`config.mk`:
```
export PLATFORM = sky130hd
export DESIGN_NAME = sevenseg_scan_driver
export DESIGN_NICKNAME = d
export VERILOG_FILES = /design/src/rtl/seg_pkg.sv /design/src/rtl/seg_scan_timer.sv /design/src/rtl/sevenseg_scan_driver.sv
export SDC_FILE = /design/constraint.sdc
export NUM_CORES = 1
export LEC_CHECK = 0
export CAP_MARGIN = 20
export CORE_MARGIN = 1
export CORE_UTILIZATION = 55
export CTS_CLUSTER_DIAMETER = 60
export DETAILED_ROUTE_END_ITERATION = 6
export PLACE_DENSITY = 0.79
export SKIP_LAST_GASP = 1
export SYNTH_ARGS = -nofsm -noshare
export SYNTH_HDL_FRONTEND = slang
export SYNTH_SLANG_ARGS = --single-unit
```
`constraint.sdc`:
```
create_clock -name clk -period 3.1 [get_ports clk]
set_input_delay 0.62 -clock clk [delete_from_list [all_inputs] [get_ports clk]]
set_output_delay 0.62 -clock clk [all_outputs]
set_load 0.01 [all_outputs]
```
`src/rtl/seg_pkg.sv`:
```
// Shared seven-segment definitions: active-low pattern bus (a..g in [7:1], DP in [0]),
// digit glyphs and the slot-state encoding used by the scan driver.
package seg_pkg;

    localparam int SEG_W = 8;
    localparam logic [SEG_W-1:0] SEG_BLANK = 8'hFF;

    localparam logic [SEG_W-1:0] SEG_0 = 8'h03;
    localparam logic [SEG_W-1:0] SEG_1 = 8'h9F;
    localparam logic [SEG_W-1:0] SEG_2 = 8'h25;
    localparam logic [SEG_W-1:0] SEG_3 = 8'h0D;
    localparam logic [SEG_W-1:0] SEG_4 = 8'h99;
    localparam logic [SEG_W-1:0] SEG_5 = 8'h49;
    localparam logic [SEG_W-1:0] SEG_6 = 8'h41;
    localparam logic [SEG_W-1:0] SEG_7 = 8'h1F;
    localparam logic [SEG_W-1:0] SEG_8 = 8'h01;
    localparam logic [SEG_W-1:0] SEG_9 = 8'h09;

    typedef enum logic {
        BLANK = 1'b0,
        DRIVE = 1'b1
    } slot_state_e;

    // Counter width with a floor, so narrow configurations still have usable low bits.
    function automatic int width_min(input int n, input int lo);
        int w;
        w = $clog2(n);
        return (w < lo) ? lo : w;
    endfunction

    function automatic logic [SEG_W-1:0] seg_digit(input logic [3:0] d);
        case (d)
            4'd0:    return SEG_0;
            4'd1:    return SEG_1;
            4'd2:    return SEG_2;
            4'd3:    return SEG_3;
            4'd4:    return SEG_4;
            4'd5:    return SEG_5;
            4'd6:    return SEG_6;
            4'd7:    return SEG_7;
            4'd8:    return SEG_8;
            4'd9:    return SEG_9;
            default: return SEG_BLANK;
        endcase
    endfunction

endpackage

```
`src/rtl/seg_scan_timer.sv`:
```
// Slot timing for the scan driver: divider, digit index, BLANK/DRIVE state and the
// end-of-frame wrap strobe.
module seg_scan_timer
    import seg_pkg::*;
#(
    parameter int NUM_DIGITS  = 6,
    parameter int REFRESH_DIV = 50000,
    parameter int BLANK_CYC   = 16,
    parameter int CW          = width_min(REFRESH_DIV, 3),
    parameter int IW          = width_min(NUM_DIGITS, 1)
) (
    input  logic          clk,
    input  logic          rst,
    output logic [CW-1:0] div_cnt_o,
    output logic [IW-1:0] idx_o,
    output slot_state_e   state_o,
    output logic          wrap_o
);

    localparam int BC_M1 = (BLANK_CYC > 0) ? BLANK_CYC - 1 : 0;

    logic [CW-1:0] div_cnt_q, div_cnt_d;
    logic [IW-1:0] idx_q, idx_d;
    slot_state_e   state_q;
    logic          tc, wrap;

    always_comb begin
        tc        = (div_cnt_q == CW'(REFRESH_DIV - 1));
        wrap      = tc && (idx_q == IW'(NUM_DIGITS - 1));
        div_cnt_d = tc ? '0 : div_cnt_q + 1'b1;
        idx_d     = idx_q;
        if (tc) idx_d = wrap ? '0 : idx_q + 1'b1;
    end

    always_ff @(posedge clk) begin
        if (rst) begin
            div_cnt_q <= '0;
            idx_q     <= '0;
            state_q   <= BLANK;
        end else begin
            div_cnt_q <= div_cnt_d;
            idx_q     <= idx_d;
            case (state_q)
                // Enter DRIVE on the edge where the divider reaches BLANK_CYC.
                BLANK: if (BLANK_CYC == 0 || div_cnt_q == CW'(BC_M1)) state_q <= DRIVE;
                DRIVE: if (tc && BLANK_CYC != 0) state_q <= BLANK;
                default: state_q <= BLANK;
            endcase
        end
    end

    assign div_cnt_o = div_cnt_q;
    assign idx_o     = idx_q;
    assign state_o   = state_q;
    assign wrap_o    = wrap;

endmodule

```
`src/rtl/sevenseg_scan_driver.sv`:
```
// Multiplexed seven-segment driver with a double-buffered frame input.
// Optional SEG_DIM_EN adds a 3-bit PWM brightness input (dim_level).
module sevenseg_scan_driver
    import seg_pkg::*;
#(
    parameter int NUM_DIGITS  = 6,
    parameter int REFRESH_DIV = 50000,
    parameter int BLANK_CYC   = 16
) (
    input  logic                        clk,
    input  logic                        rst,
    input  logic                        in_valid,
    output logic                        in_ready,
    input  logic [SEG_W*NUM_DIGITS-1:0] in_data,
    output logic [SEG_W-1:0]            seg_n,
    output logic [NUM_DIGITS-1:0]       an_n,
    output logic                        frame_start
`ifdef SEG_DIM_EN
    ,
    input  logic [2:0]                  dim_level
`endif
);

    localparam int CW = width_min(REFRESH_DIV, 3);
    localparam int IW = width_min(NUM_DIGITS, 1);

    logic [CW-1:0] div_cnt;
    logic [IW-1:0] idx;
    slot_state_e   state;
    logic          wrap;

    seg_scan_timer #(
        .NUM_DIGITS (NUM_DIGITS),
        .REFRESH_DIV(REFRESH_DIV),
        .BLANK_CYC  (BLANK_CYC),
        .CW         (CW),
        .IW         (IW)
    ) u_timer (
        .clk      (clk),
        .rst      (rst),
        .div_cnt_o(div_cnt),
        .idx_o    (idx),
        .state_o  (state),
        .wrap_o   (wrap)
    );

    logic [NUM_DIGITS-1:0][SEG_W-1:0] disp_q, disp_d;
    logic [NUM_DIGITS-1:0][SEG_W-1:0] pend_q, pend_d;
    logic                             pend_vld_q, pend_vld_d;
    logic                             rdy_q;
    logic [SEG_W-1:0]                 seg_n_q, seg_n_d;
    logic [NUM_DIGITS-1:0]            an_n_q, an_n_d;
    logic                             fs_q, fs_d;
    logic                             accept, drive, lit, dim_ok;

    assign accept = in_valid && rdy_q;
    assign drive  = (state == DRIVE);

`ifdef SEG_DIM_EN
    logic [2:0] phase;
    // Only the low 3 bits of (div_cnt - BLANK_CYC) matter for the mod-8 duty window.
    assign phase  = div_cnt[2:0] - 3'(BLANK_CYC);
    assign dim_ok = (phase <= dim_level);
`else
    assign dim_ok = 1'b1;
`endif

    assign lit = drive && dim_ok;

    always_comb begin
        disp_d     = disp_q;
        pend_d     = pend_q;
        pend_vld_d = pend_vld_q;
        // At wrap a pending frame wins; with nothing pending, a same-edge accept bypasses the buffer.
        if (wrap) begin
            if (pend_vld_q) begin
                disp_d     = pend_q;
                pend_vld_d = 1'b0;
            end else if (accept) begin
                disp_d = in_data;
            end
        end else if (accept) begin
            pend_d     = in_data;
            pend_vld_d = 1'b1;
        end

        seg_n_d = drive ? disp_q[idx] : SEG_BLANK;
        for (int i = 0; i < NUM_DIGITS; i++) begin
            an_n_d[i] = !(lit && (idx == IW'(i)));
        end
        fs_d = (div_cnt == '0) && (idx == '0);
    end

    always_ff @(posedge clk) begin
        if (rst) begin
            disp_q     <= {NUM_DIGITS{SEG_BLANK}};
            pend_q     <= {NUM_DIGITS{SEG_BLANK}};
            pend_vld_q <= 1'b0;
            rdy_q      <= 1'b1;
            seg_n_q    <= SEG_BLANK;
            an_n_q     <= '1;
            fs_q       <= 1'b0;
        end else begin
            disp_q     <= disp_d;
            pend_q     <= pend_d;
            pend_vld_q <= pend_vld_d;
            rdy_q      <= !pend_vld_d;
            seg_n_q    <= seg_n_d;
            an_n_q     <= an_n_d;
            fs_q       <= fs_d;
        end
    end

    assign in_ready    = rdy_q;
    assign seg_n       = seg_n_q;
    assign an_n        = an_n_q;
    assign frame_start = fs_q;

endmodule

```
# Word level (Yosys, flattened, before mapping)
# Index checks and enable logic that the tools add are counted.
[totals] regBits=133 latch_bits=0 ramBits=0 romBits=0 in_bits=51 output_inout_bits=16 word_cells=65 memories=0
[op_classes] add_sub_neg=2 multipliers=0 n_div=0 magnitude_cmp=1 eq_ne=7 shifts=0 n_mux=10 bitwise_logic=2 reduce_logical=23
[op_table] cell="$mux W48" count=2
[op_table] cell="$bmux W8 S3" count=1
[op_table] cell="$add A16 B1 Y16 const B" count=1
[op_table] cell="$eq A16 B16 Y1 const B" count=1
[op_table] cell="$eq A16 B4 Y1 const B" count=1
[op_table] cell="$logic_not A16 Y1" count=1
[op_table] cell="$logic_and A1 B1 Y1" count=9
[op_table] cell="$mux W8" count=1
[op_table] cell="$logic_not A1 Y1" count=7
[op_table] cell="$eq A3 B2 Y1 const B" count=2
[op_table] cell="$eq A3 B3 Y1 const B" count=2
[op_table] cell="$lt A3 B4 Y1 const B" count=1
[op_table] cell="$mux W1" count=4
[op_table] cell="$reduce_and A2 Y1" count=2
[op_table] cell="$reduce_or A2 Y1" count=2
[op_table] cell="$add A3 B1 Y3 const B" count=1
[op_table] cell="$eq A3 B1 Y1 const B" count=1
[op_table] cell="$logic_not A3 Y1" count=1
[op_table] cell="$mux W3" count=1
[op_table] cell="$not A1 Y1" count=2
[op_table] cell="$pmux W1 S2" count=1
[op_table] cell="$reduce_bool A2 Y1" count=1

# Logic depth before layout (Yosys ltp)
# Gate-level depths: netlist of the first run.
[logic_depth] depth_word=4 ltp_mapped=10 depth_no_buf=6

# Cells and area by module
# Synthesis of the first run repeated with hierarchy kept, for this count alone.
[unflattened] cells_unflattened=635 area_unflattened_um2=6002.0
[modules_own_cells] module="sevenseg_scan_driver" instances=1 cells_per_inst=529 area_each_um2=5071.1 seq_area_each_um2=2262.2
[modules_own_cells] module="seg_scan_timer" instances=1 cells_per_inst=106 area_each_um2=930.9 seq_area_each_um2=400.4

# Worst setup path before layout of the first run
# No wires, ideal clock.
[synth_path] kind="register to register" start="reg u_timer.idx_q[1] (netlist: u_timer.idx_o[1])" end="reg disp_q[0] (netlist bit)" setup_ps=70 arrival_ps=2188 t_required_ps=3030 slack_ps=842 stages_incl_launch_ff=11 n_path_buf=4 synth_period_minus_slack_ps=2258 cell_sequence="dfxtp_1 clkbuf_1 clkbuf_1 inv_1 ha_1 and2_1 o21ai_0 buf_2 clkbuf_1 nor4_1 a21oi_1"
[synth_via] elab_chain_cells=3
[synth_lines] item="from (decl)" line="seg_scan_timer.sv:23" rtl="logic [IW-1:0] idx_q, idx_d;"
[synth_lines] item="from (signal assigned)" line="seg_scan_timer.sv:42" rtl="idx_q <= idx_d;"
[synth_lines] item="$eq A3 B3 Y1" line="seg_scan_timer.sv:29" rtl="wrap = tc && (idx_q == IW'(NUM_DIGITS - 1));"
[synth_lines] item="$logic_and A1 B1 Y1" line="seg_scan_timer.sv:29"
[synth_lines] item="$reduce_and A2 Y1 (no line)"
[synth_lines] item="to (signal assigned)" line="sevenseg_scan_driver.sv:96" rtl="disp_q <= {NUM_DIGITS{SEG_BLANK}};"
[synth_lines] item="to (signal assigned)" line="sevenseg_scan_driver.sv:104" rtl="disp_q <= disp_d;"
[synth_lines] item="to (decl)" line="sevenseg_scan_driver.sv:47" rtl="logic [NUM_DIGITS-1:0][SEG_W-1:0] disp_q, disp_d;"
# No other way between the ends.
# A chain may end at the register's enable or synchronous reset.

# Final worst setup path of the first run
[layout_path] start="reg rdy_q (netlist: in_ready)" end="out in_ready"
[layout_lines] item="from (decl)" line="sevenseg_scan_driver.sv:50" rtl="logic rdy_q;"
[layout_lines] item="from (signal assigned)" line="sevenseg_scan_driver.sv:107" rtl="rdy_q <= !pend_vld_d;"
[layout_lines] item="to (decl)" line="sevenseg_scan_driver.sv:13" rtl="output logic in_ready,"
# No word-level cell between the ends.

==> flow_metrics.env, run 1 <==
export IMPL_status="complete, no violations"
export IMPL_drc=0
export IMPL_grt_pass1_wl_um=24300
export IMPL_drive_above_1_share_pct=15.0
export IMPL_path_buf_inv=1
export IMPL_pre_cts_ws_ps=653
export IMPL_die_y_um=107
export IMPL_hp_class="in -> reg"
export IMPL_yosys_register_bits=133
export IMPL_gr_total_overflow=0
export IMPL_max_stage_delay_ps=740
export IMPL_cts_resized=0
export IMPL_max_cap_violations=0
export IMPL_rows=37
export IMPL_finClkSkew_ps=7.73
export IMPL_finalCritPeriodShare_pct=82.7
export IMPL_drtAntennaViolNets=0
export IMPL_num_antenna_cells=0
export IMPL_insertion_delay_ps=530
export IMPL_finalPower_mw=3.90
export IMPL_h_tree_depth=4
export IMPL_fin_crit_ps=2560
export IMPL_tightestPinTransition_ps=733
export IMPL_hold_viol=0
export IMPL_fmax_mhz=390
export IMPL_clkPwrFrac_pct=44.5
export IMPL_start_kind="flop"
export IMPL_critPathCaptureType="primary output"
export IMPL_synthCells=633
export IMPL_drv_slew=0
export IMPL_syn_area_per_cell_um2=9.53
export IMPL_relSlewSlack_pct=50.9
export IMPL_synth_compound_area_share_pct=13.9
export IMPL_power_density_nw_per_um2=541
export IMPL_synth_area_um2=6030
export IMPL_power_frac_comb_pct=8.9
export IMPL_design_area_um2=7210
export IMPL_clk_pin_slew_ps=60
export IMPL_ir_drop_uv=365
export IMPL_grt_start_max_net_pins=130
export IMPL_rsz0062_at_grt="false"
export IMPL_worstPathArrival_ps=1940
export IMPL_p_int_mw=3.02
export IMPL_gp_congestion=0.799
export IMPL_track_usage_pct=27.0
export IMPL_nNetsFinal=722
export IMPL_synth_seq_area_share_pct=44.1
export IMPL_mostFrequentLayoutCell="dfxtp_1"
export IMPL_cp_max_fo=23
export IMPL_synth_fa_ha_area_share_pct=1.45
export IMPL_sw_frac_of_total_pct=22.7
export IMPL_numCtsBuffers=17
export IMPL_area_delta_synth_final_pct=19.5
export IMPL_core_um2=10500
export IMPL_final_core_util_pct=68.9
export IMPL_via_count=5092
export IMPL_netlist_cell_type_count=37
export IMPL_wl_um=14600
export IMPL_dp_cells=781
export IMPL_setup_ws_ps=535
export IMPL_synthSimpleGateAreaFrac_pct=20.0
export IMPL_hold_buffers=0
export IMPL_setup_violations=0
export IMPL_die_w_um=107
export IMPL_hpwlAfterDp_um=9020
export IMPL_drtIter0Drc=388
export IMPL_worstSetupPathType="reg -> out"
export IMPL_first_pass_iters=5
export IMPL_p_leak_nw=2.64
export IMPL_cp_top_family="flip-flops"
export IMPL_cts_tree="done"
export IMPL_whs_ps=450
export IMPL_synth_xor_area_share_pct=1.89
export IMPL_p_sw_mw=0.885
export IMPL_port_buffers=66
export IMPL_path_cells="clkdlybuf4s50_1"
export IMPL_io_pins=67
export IMPL_cts_setup_buffers=0
export IMPL_die_area_um2=11400
export IMPL_layout_common_cells="dfxtp_1, nor2_1, clkdlybuf4s50_1"
export IMPL_yosys_warnings=0
export IMPL_clock_sinks=133
export IMPL_synth_mux_area_share_pct=13.3
export IMPL_slowest_stage="dfxtp_1"
export IMPL_synth_fp_nets=691
export IMPL_final_cells=811
export IMPL_seqPwrFrac_pct=46.6
export IMPL_initial_core_util_pct=57.6
export IMPL_antenna_found_initial=0
export IMPL_crit_required_ps=2480
export IMPL_cts_path_max_buffers=2
export IMPL_viasPerCell=6.28
export IMPL_synth_top_family_by_area="simple AND/OR/NAND/NOR gates"
export IMPL_grt_pass1_vias=4943
export IMPL_place_area_um2=6700
export IMPL_cts_root_buf="clkbuf_8"
export IMPL_setup_tns_ps=0
export IMPL_wl_per_cell_um=18.0
sequential cells by signal, indices dropped and copies added (netlist names):
signal             cells
frame_start            1
u_timer.state_o        1
an_n                   6
pend_q                48
pend_vld_q             1
seg_n                  8
u_timer.div_cnt_o     16
u_timer.idx_o          3
in_ready               1
disp_q                48
synthesized netlist by cell type:
cell	number	share of area, %
xor2_1	2	0.29
buf_4	3	0.37
nor2b_1	1	0.10
nand2_1	22	1.4
and2_1	5	0.52
nor4_1	54	5.6
a221o_1	48	8.0
nand4_2	1	0.21
mux2i_1	8	1.3
nor2_1	71	4.4
and4_1	3	0.44
inv_1	9	0.56
xnor2_1	11	1.6
nand2b_1	1	0.10
o21ai_1	1	0.083
dfxtp_1	133	44
nor4_4	1	0.35
or2_1	1	0.10
o311ai_0	8	1.2
or3_1	1	0.10
ha_1	7	1.5
a21oi_1	52	4.3
clkbuf_2	1	0.083
nand4_1	6	0.62
a21o_1	1	0.12
buf_1	1	0.062
and3_1	48	5.0
mux4_2	8	3.0
buf_6	2	0.37
nand3_1	8	0.66
a31o_2	1	0.15
clkinv_1	1	0.062
nor3_1	5	0.41
mux2_2	48	9.0
buf_2	8	0.66
o21ai_0	1	0.083
clkbuf_1	51	3.2
metal layers:
metal / GRT usage (%) / wire length, um / vias to the layer above
met5: 0 / 0 / -
met4: 11.5 / 290 / 0
met3: 4.92 / 598 / 26
met2: 45.3 / 7360 / 161
met1: 34.1 / 6380 / 2476
li1: - / - / 2429
power by group through the flow:
| stage | registers (mW) | clock network, mW | logic, mW |
|---|---|---|---|
| floorplan | 1.83 | 0 | 0.235 |
| global placement | 1.85 | 0 | 0.333 |
| detailed placement | 1.85 | 0 | 0.342 |
| CTS | 1.82 | 1.75 | 0.345 |
| global route | 1.83 | 1.82 | 0.374 |
| finish | 1.82 | 1.74 | 0.346 |
cell type report:
type                            instances  area (um2)
Sequential cell                       133        2660
Inverter                               10        37.5
Fill cell                             820        3250
Clock inverter                          5        25.0
Clock buffer                           25         484
Multi-Input combinational cell        424        3070
Tap cell                              136         170
Timing Repair Buffer                   78         761
cells by family (layout without fill, tap and decap cells):
kind of cell    after synthesis  in the layout
fa+ha+maj                     7              7
compound gates              112            112
mux                          64             64
flops                       133            133
xor+xnor                     13             13
buf+inv                      76            118
simple gates                228            228
final timing paths:
path | startpoint | to | slack [ps] | cells past startpoint
worst max-delay path | in_ready | in_ready | 540 | 1
worst min-delay path | rst | u_timer.div_cnt_o[2] | 450 | 2
worst max register to register | u_timer.div_cnt_o[0] | disp_q[40] | 610 | 7
worst min register to register | u_timer.idx_o[2] | an_n[4] | 460 | 1
No activity file was read; power rests on OpenSTA's default activity.
==> run 2, diff against run 1 <==
--- a/config.mk
+++ b/config.mk
@@ -7,10 +7,10 @@
 export LEC_CHECK = 0
 export CAP_MARGIN = 20
 export CORE_MARGIN = 1
-export CORE_UTILIZATION = 55
+export CORE_UTILIZATION = 51
 export CTS_CLUSTER_DIAMETER = 60
 export DETAILED_ROUTE_END_ITERATION = 6
-export PLACE_DENSITY = 0.79
+export PLACE_DENSITY = 0.77
 export SKIP_LAST_GASP = 1
 export SYNTH_ARGS = -nofsm -noshare
 export SYNTH_HDL_FRONTEND = slang
==> constraint.sdc (replaced) <==
create_clock -name clk -period 2.2 [get_ports clk]
set_input_delay 0.44 -clock clk [delete_from_list [all_inputs] [get_ports clk]]
set_output_delay 0.44 -clock clk [all_outputs]
set_load 0.01 [all_outputs]
==> flow_metrics.env, run 2 (same netlist as run 1, synthesis figures left out) <==
export IMPL_grt_pass1_wl_um=24700
export IMPL_r2r_cells=6
export IMPL_path_cells="ha_1 -> and4_1 -> nand4_2 -> buf_4 -> nor4_1 -> a21oi_1"
export IMPL_final_core_util_pct=64.4
export IMPL_fmax_mhz=490
export IMPL_gr_total_overflow=0
export IMPL_cts_path_max_buffers=2
export IMPL_initial_core_util_pct=52.6
export IMPL_viasPerCell=6.18
export IMPL_die_area_um2=12300
export IMPL_finClkSkew_ps=7.31
export IMPL_fin_crit_ps=2040
export IMPL_area_delta_synth_final_pct=22.4
export IMPL_drc=0
export IMPL_relSlewSlack_pct=63.1
export IMPL_h_tree_depth=4
export IMPL_cp_max_fo=30
export IMPL_die_y_um=111
export IMPL_drtAntennaViolNets=0
export IMPL_wl_per_cell_um=18.1
export IMPL_finalCritPeriodShare_pct=92.8
export IMPL_p_leak_nw=2.73
export IMPL_worstHoldPathCells=1
export IMPL_fill_cells=905
export IMPL_crit_required_ps=2480
export IMPL_max_stage_delay_ps=400
export IMPL_worstSetupPathType="reg -> reg"
export IMPL_tightestPinTransition_ps=553
export IMPL_die_w_um=111
export IMPL_slowest_stage="dfxtp_1"
export IMPL_rows=39
export IMPL_finalPower_mw=5.81
export IMPL_mostFrequentLayoutCell="dfxtp_1"
export IMPL_cts_tree="done"
export IMPL_port_buffers=66
export IMPL_power_density_nw_per_um2=788
export IMPL_num_antenna_cells=0
export IMPL_antenna_found_initial=0
export IMPL_via_count=5097
export IMPL_io_pins=67
export IMPL_nNetsFinal=729
export IMPL_drv_slew=0
export IMPL_path_buf_inv=1
export IMPL_track_usage_pct=24.9
export IMPL_max_cap_violations=0
export IMPL_cts_root_buf="clkbuf_16"
export IMPL_critPathCaptureType="flop"
export IMPL_setup_tns_ps=0
export IMPL_hold_start="u_timer.idx_o[2]"
export IMPL_numCtsBuffers=17
export IMPL_grt_start_max_net_pins=53
export IMPL_r2r_setup_slack_ps=160
export IMPL_worstPathArrival_ps=2330
export IMPL_status="complete, no violations"
export IMPL_rsz0062_at_grt="false"
export IMPL_gp_congestion=0.817
export IMPL_hp_class="reg -> reg"
export IMPL_hold_viol=0
export IMPL_drtIter0Drc=379
export IMPL_r2r_start="u_timer.div_cnt_o[0]"
export IMPL_drive_above_1_share_pct=15.8
export IMPL_setup_violations=0
export IMPL_layout_common_cells="dfxtp_1, nor2_1, clkdlybuf4s50_1"
export IMPL_hpwlAfterDp_um=9350
export IMPL_clock_sinks=133
export IMPL_wl_um=14900
export IMPL_grt_pass1_vias=4978
export IMPL_core_um2=11500
export IMPL_clk_pin_slew_ps=50
export IMPL_start_kind="flop"
export IMPL_insertion_delay_ps=410
export IMPL_hold_path_end="an_n[4]"
export IMPL_ir_drop_uv=690
export IMPL_reg2reg_to="disp_q[15]"
export IMPL_first_pass_iters=6
export IMPL_cts_setup_buffers=0
export IMPL_cp_top_family="simple AND/OR/NAND/NOR gates"
run 2: changes by cell type in the layout (fill, tap and decap cells not counted), sizes merged:
cell and delta:
clkinv -3, bufinv +2, buf +7, clkbuf +1
run 2: how the worst max path moves through the flow:
stage,start,cells after the start,slack [ps],end
finish,u_timer.div_cnt_o[0],6,160,disp_q[15]
global route,u_timer.div_cnt_o[0],6,30,disp_q[12]
CTS,u_timer.div_cnt_o[0],6,150,u_timer.div_cnt_o[10]
detailed placement,in_valid,5,80,pend_q[18]
global placement,in_valid,5,150,pend_q[14]
floorplan,u_timer.idx_o[1],10,60,disp_q[0]
run 2: timing repair:
item	in CTS	in global routing
hold buffers	0	0
setup endpoints to repair	0	8
gates resized for setup	0	1
run 2: power by group:
group | total (mW) | internal, mW | switching [mW]
Clock | 2.75 | 1.77 | 0.978
Sequential | 2.54 | 2.50 | 0.0451
Combinational | 0.523 | 0.287 | 0.236
run 2: per-layer routing:
metal	track usage, %	up-vias	wire [um]
met2	41.2	150	7430
met1	30.9	2471	6400
met5	0	-	0
met4	9.96	0	347
li1	-	2446	-
met3	6.23	30	714
run 2: final cells by class:
type	count	area [um2]	share of cell area, %
clock buffer	26	499	6.76
clock inverter	4	70.1	0.949
inverter	10	37.5	0.508
multi-input combinational	424	3070	41.6
sequential	133	2660	36.1
tap	143	179	2.42
timing repair buffer	85	863	11.7
run 2: metrics by stage:
| stage | setup slack, ps | hold slack (ps) | instance area [um2] | cells |
|---|---|---|---|---|
| 2_1_floorplan | 56.2 | 406 | 6030 | 633 |
| 3_3_place_gp | 148 | 437 | 6810 | 795 |
| 3_5_place_dp | 84.8 | 434 | 6810 | 795 |
| 4_1_cts | 146 | 449 | 7380 | 825 |
| 5_1_grt | 29.0 | 467 | 7380 | 825 |
| 6_report | 157 | 449 | 7380 | 825 |
==> run 3, diff against run 2 <==
--- a/config.mk
+++ b/config.mk
@@ -10,8 +10,10 @@
 export CORE_UTILIZATION = 51
 export CTS_CLUSTER_DIAMETER = 60
 export DETAILED_ROUTE_END_ITERATION = 6
+export GPL_ROUTABILITY_DRIVEN = 0
 export PLACE_DENSITY = 0.77
 export SKIP_LAST_GASP = 1
 export SYNTH_ARGS = -nofsm -noshare
 export SYNTH_HDL_FRONTEND = slang
 export SYNTH_SLANG_ARGS = --single-unit
+export TNS_END_PERCENT = 10
==> results of run 3 <==
Same layout as run 2: the final DEF is identical, and so are final timing and power.
